===== src/rtl/pipe_stage2.sv =====
// DAL pipeline stage 2: saturating left-shift (SCALE) then arithmetic right-shift with index tagging (NORM).
// All outputs are registered, so an accepted operand appears one cycle later; stall_i freezes every register.
module pipe_stage2 #(
    parameter int W  = 16,
    parameter int SW = 4,
    parameter int CW = 8
) (
    input  logic          CLK_i,
    input  logic          RST_i,
    input  logic          stall_i,
    input  logic          stage_boundary,
    input  logic [W-1:0]  operand_i,
    input  logic [SW-1:0] scale_i,
    input  logic [CW-1:0] norm_n,
    input  logic          pos,
    output logic          finished,
    output logic          stage,
    output logic [W-1:0]  operand1_o,
    output logic [W-1:0]  operand2_o,
    output logic [1:0]    mode
);

    // Wide enough to hold the largest left shift without losing any bits.
    localparam int WIDE = W + (2 ** SW) - 1;

    localparam logic signed [WIDE-1:0] SAT_MAX = {{(WIDE-W+1){1'b0}}, {(W-1){1'b1}}};
    localparam logic signed [WIDE-1:0] SAT_MIN = {{(WIDE-W+1){1'b1}}, {(W-1){1'b0}}};

    localparam logic [1:0] MODE_NONE = 2'b00;
    localparam logic [1:0] MODE_MUL  = 2'b01;
    localparam logic [1:0] MODE_NORM = 2'b10;

    typedef enum logic {
        ST_SCALE = 1'b0,
        ST_NORM  = 1'b1
    } state_t;

    state_t        state_q, state_d;
    logic [CW-1:0] cnt_q, cnt_d;
    logic [CW-1:0] len_q, len_d;
    logic          fin_d;
    logic [1:0]    mode_d;
    logic [W-1:0]  op1_d, op2_d;

    logic signed [WIDE-1:0] op_ext;
    logic signed [WIDE-1:0] op_shl;
    logic [W-1:0]           scale_sat;
    logic signed [W-1:0]    norm_shr;

    always_comb begin
        op_ext = {{(WIDE-W){operand_i[W-1]}}, operand_i};
        op_shl = op_ext <<< scale_i;
        if (op_shl > SAT_MAX) begin
            scale_sat = {1'b0, {(W-1){1'b1}}};
        end else if (op_shl < SAT_MIN) begin
            scale_sat = {1'b1, {(W-1){1'b0}}};
        end else begin
            scale_sat = op_shl[W-1:0];
        end
        norm_shr = $signed(operand_i) >>> scale_i;
    end

    always_comb begin
        state_d = state_q;
        cnt_d   = cnt_q;
        len_d   = len_q;
        fin_d   = 1'b0;
        mode_d  = MODE_NONE;
        op1_d   = operand1_o;
        op2_d   = operand2_o;
        if (pos) begin
            case (state_q)
                ST_SCALE: begin
                    op1_d  = scale_sat;
                    op2_d  = operand_i;
                    mode_d = MODE_MUL;
                    if (stage_boundary) begin
                        len_d   = (norm_n == '0) ? CW'(1) : norm_n;
                        cnt_d   = '0;
                        state_d = ST_NORM;
                    end
                end
                ST_NORM: begin
                    op1_d  = norm_shr;
                    op2_d  = W'(cnt_q);
                    mode_d = MODE_NORM;
                    if (cnt_q == len_q - CW'(1)) begin
                        fin_d   = 1'b1;
                        cnt_d   = '0;
                        state_d = ST_SCALE;
                    end else begin
                        cnt_d = cnt_q + CW'(1);
                    end
                end
                default: state_d = ST_SCALE;
            endcase
        end
    end

    // A stalled cycle leaves every register, outputs included, untouched.
    always_ff @(posedge CLK_i or negedge RST_i) begin
        if (!RST_i) begin
            state_q    <= ST_SCALE;
            cnt_q      <= '0;
            len_q      <= '0;
            finished   <= 1'b0;
            mode       <= MODE_NONE;
            operand1_o <= '0;
            operand2_o <= '0;
        end else if (!stall_i) begin
            state_q    <= state_d;
            cnt_q      <= cnt_d;
            len_q      <= len_d;
            finished   <= fin_d;
            mode       <= mode_d;
            operand1_o <= op1_d;
            operand2_o <= op2_d;
        end
    end

    assign stage = state_q;

endmodule


===== config.mk =====
export PLATFORM = sky130hd
export DESIGN_NAME = pipe_stage2
export DESIGN_NICKNAME = d
export VERILOG_FILES = /design/src/rtl/pipe_stage2.sv
export SDC_FILE = /design/constraint.sdc
export NUM_CORES = 1
export LEC_CHECK = 0
export CAP_MARGIN = 40
export CELL_PAD_IN_SITES_DETAIL_PLACEMENT = 1
export CELL_PAD_IN_SITES_GLOBAL_PLACEMENT = 1
export CORE_UTILIZATION = 42
export CTS_CLUSTER_DIAMETER = 80
export DETAILED_ROUTE_END_ITERATION = 8
export PLACE_DENSITY = 0.88
export SLEW_MARGIN = 25
export SYNTH_ARGS = -nofsm -noshare
export SYNTH_HDL_FRONTEND = slang
export SYNTH_SLANG_ARGS = --single-unit

===== constraint.sdc =====
create_clock -name CLK_i -period 2.8 [get_ports CLK_i]
set_input_delay 0.56 -clock CLK_i [delete_from_list [all_inputs] [get_ports CLK_i]]
set_output_delay 0.56 -clock CLK_i [all_outputs]
set_load 0.01 [all_outputs]

==> results.py <==
metrics = {
    "run_status": {
        "status": "finished, final reports clean",
    },
    "global_route": {
        "grtUsageTotal": 0.302,
        "grt_pass1_wl_um": 26700,
        "top_usage_layer": "met2",
        "gr-total-overflow": 0,
        "grt_util_met2": 0.503,
        "grt_start_max_net_pins": 45,
        "met3_usage": 0.0460,
        "antenna_found_initial": 0,
        "grt_use_met1": 0.391,
        "grt_pass1_vias": 4979,
    },
    "critical_path": {
        "path_depth": 9,
        "r2r_cells": 10,
        "rr_endpoint": "cnt_q[2]$_DFFE_PN0P_",
        "crit_path_max_incr_delay_ns": 0.55,
        "rr_startpoint": "len_q[0]$_DFFE_PN0P_",
        "path_cells": "clkdlybuf4s50_1, mux4_2, mux2i_1, nand3_1, o21ai_0, a41oi_4, buf_6, nor3_1, o21ai_0",
        "startpoint": "operand_i[4]",
        "startpoint_type": "input pin",
        "cp_top_family": "multiplexers",
        "crit_arrival_ns": 2.96,
        "crit_fanout": 5,
        "worstSetupEndpoint": "operand1_o[12]$_DFFE_PN0P_",
        "ff2ff_setup_slack_ns": 0.14,
        "crit_slowest_cell": "mux4_2",
        "cpMostUsedCell": "o21ai_0",
        "cp_num_buf_inv": 2,
        "worstSetupPathType": "input pin to flip-flop",
        "cp-end-kind": "flip-flop",
        "critical_path_required_ns": 3.01,
    },
    "final_layout": {
        "multi_input_area_um2": 3000,
        "layout_commonest_cell": "buf_4",
        "drive_above_1_share": 0.238,
        "antennaDiodeCount": 0,
        "final_cell_mix": "66 x buf_4, 60 x nand2_1, 57 x clkdlybuf4s50_1",
        "seq_area_um2": 1300,
        "fillers": 1231,
        "final_net_count": 643,
        "area_delta_synth_final_pct": 29.4,
        "final_util": 0.566,
    },
    "clocking": {
        "htreeDepth": 2,
        "insertion_delay_ns": 0.32,
        "clkTransAtPathRegs_ns": 0.10,
        "clk_root_buffer_cell": "clkbuf_8",
        "clock_path_buffers": 2,
        "cts_tree": "done",
        "cts_buffers": 5,
        "cts.sink_count": 52,
    },
    "synth": {
        "synth_cells": 510,
        "synth_edf_count": 0,
        "synth_warnings": 0,
        "netlist_area_um2": 4580,
        "ys_seq_elements": 52,
        "async_flop_share": 1.00,
        "yosys.area.top_type": "dfrtp_1",
        "ys_seq_area_frac": 0.284,
        "ys_top_cells_by_area": "dfrtp_1 28%, mux4_2 12%, mux2i_1 6.1%",
        "synth_top_flop_cell": "dfrtp_1",
        "ys_types": 61,
        "syn_nets": 545,
        "netlist.area_leader.share": 0.284,
        "syn_area_per_cell_um2": 8.98,
    },
    "floorplan": {
        "row_count": 37,
        "num_io_pins": 69,
        "die_height_um": 106,
        "die_w_um": 106,
        "core_area_um2": 10500,
        "die-area_um2": 11300,
        "initial_core_util": 0.438,
    },
    "sta": {
        "fin_setup_tns_ns": 0,
        "fin_crit_sh": 0.982,
        "min_period_ns": 2.75,
        "setup_viol": 0,
        "maxSlewViolCount": 0,
        "holdWs_ns": 0.0653,
        "hold_viol": 0,
        "max_clock_freq_mhz": 364,
        "max_slew.worst_pin.slew_ns": 0.654,
        "skew_ns": 0.0134,
        "slew_headroom": 0.561,
    },
    "pwr": {
        "p_leak_nw": 2.48,
        "p_per_area_nw_per_um2": 607,
        "ir_drop_uv": 457,
        "power_mw": 3.60,
    },
    "drt": {
        "drt-wirelength-per-cell_um": 22.4,
        "antenna_left": 0,
        "wl_um": 16700,
        "drt_drc_violations_left": 0,
        "num_vias": 4674,
        "via_per_inst": 6.27,
        "drt-initial-drc-count": 297,
        "drtPass1Iterations": 4,
    },
    "min_path": {
        "hold_path.class": "input pin to async pin",
    },
    "flow_run": {
        "drv_cap": 0,
    },
    "placement": {
        "port_buffers": 68,
        "hpwl_um": 12300,
        "gp_congestion": 0.958,
    },
}
-- through the flow --
| stage | worst slack, ns | cell area [um2] | instances |
|---|---|---|---|
| 2_1_floorplan | 0.180 | 4580 | 510 |
| 3_3_place_gp | -0.360 | 5690 | 734 |
| 3_5_place_dp | -0.490 | 5690 | 734 |
| 4_1_cts | 0.0321 | 5840 | 743 |
| 5_1_grt | -0.00187 | 5930 | 745 |
| 6_report | 0.0499 | 5930 | 745 |
-- per-layer routing --
layer  up-vias  part of all wire
li1       2081                 -
met1      2348              0.41
met2       196              0.50
met3        49             0.056
met4         0             0.036
met5         -                 0
-- state kept, by name (all words and copies together) (netlist names) --
register / flops
finished: 1
len_q: 8
stage: 1
mode: 2
cnt_q: 8
operand2_o: 16
operand1_o: 16
-- worst register-to-register path: cells and delay by family, from the launching register on --
kind | cells | cell delay (ns)
flip-flops | 1 | 0.46
AO/OA/AOI/OAI | 4 | 0.59
AND/OR/NAND/NOR | 2 | 0.78
adder cells (fa/ha/maj) | 1 | 0.20
buffers and inverters | 2 | 0.34
XOR/XNOR | 1 | 0.17
-- cell usage after synthesis (3+ instances only) --
| cell | count |
|---|---|
| nand2_1 | 60 |
| dfrtp_1 | 52 |
| nor2_1 | 49 |
| o21ai_0 | 43 |
| clkbuf_1 | 34 |
| a21oi_1 | 30 |
| mux2i_1 | 28 |
| mux4_2 | 25 |
| nand3_1 | 16 |
| mux2_2 | 14 |
| nor3_1 | 13 |
| inv_1 | 9 |
| xor2_1 | 9 |
| nand3b_1 | 8 |
| o21ai_1 | 7 |
| buf_2 | 5 |
| buf_6 | 5 |
| o211ai_1 | 5 |
| o22ai_1 | 5 |
| a211oi_1 | 4 |
| a31oi_1 | 4 |
| and3_1 | 4 |
| buf_12 | 4 |
| mux4_1 | 4 |
| nor4_1 | 4 |
| xnor2_1 | 4 |
| a21o_1 | 3 |
| a22oi_1 | 3 |
| and2_1 | 3 |
| buf_4 | 3 |
| clkinv_1 | 3 |
| nand2b_1 | 3 |
| o311ai_0 | 3 |
| or3_1 | 3 |
| or4_1 | 3 |
-- timing repair --
item / 4_1_cts / 5_1_grt
pin swaps: 2 / 3
resized for setup: 17 / 11
setup endpoints to repair: 19 / 20
setup buffers: 1 / 1
hold buffers: 0 / 0
-- cell type report --
| cell class | instances | area share |
|---|---|---|
| Clock buffer | 6 | 0.0139 |
| Clock inverter | 2 | 0.00654 |
| Inverter | 12 | 0.00760 |
| Multi-Input combinational cell | 395 | 0.506 |
| Sequential cell | 52 | 0.220 |
| Tap cell | 136 | 0.0287 |
| Timing Repair Buffer | 142 | 0.217 |
-- power by group --
part           internal, mW  total (mW)  switching (mW)
clock network         0.293       0.564           0.271
registers             0.976        1.25           0.270
logic                 0.878        1.79           0.910
total                  2.15        3.60            1.45
-- kinds of logic after synthesis --
kind of cell | after synthesis | synth area share
mux | 71 | 0.241
fa+ha+maj | 2 | 0.00546
compound gates | 134 | 0.190
xor+xnor | 13 | 0.0249
simple gates | 175 | 0.177
buf+inv | 63 | 0.0778
flops | 52 | 0.284
-- how the worst min path moves through the flow --
stage	to	slack [ns]	depth (start not counted)
6_report	operand2_o[12]$_DFFE_PN0P_	0.07	1
3_3_place_gp	operand2_o[14]$_DFFE_PN0P_	0.45	2
3_5_place_dp	operand2_o[10]$_DFFE_PN0P_	0.46	2
4_1_cts	operand2_o[10]$_DFFE_PN0P_	0.37	1
2_1_floorplan	cnt_q[0]$_DFFE_PN0P_	0.26	0
5_1_grt	operand2_o[12]$_DFFE_PN0P_	0.07	1
No activity file was read; power rests on OpenSTA's default activity.
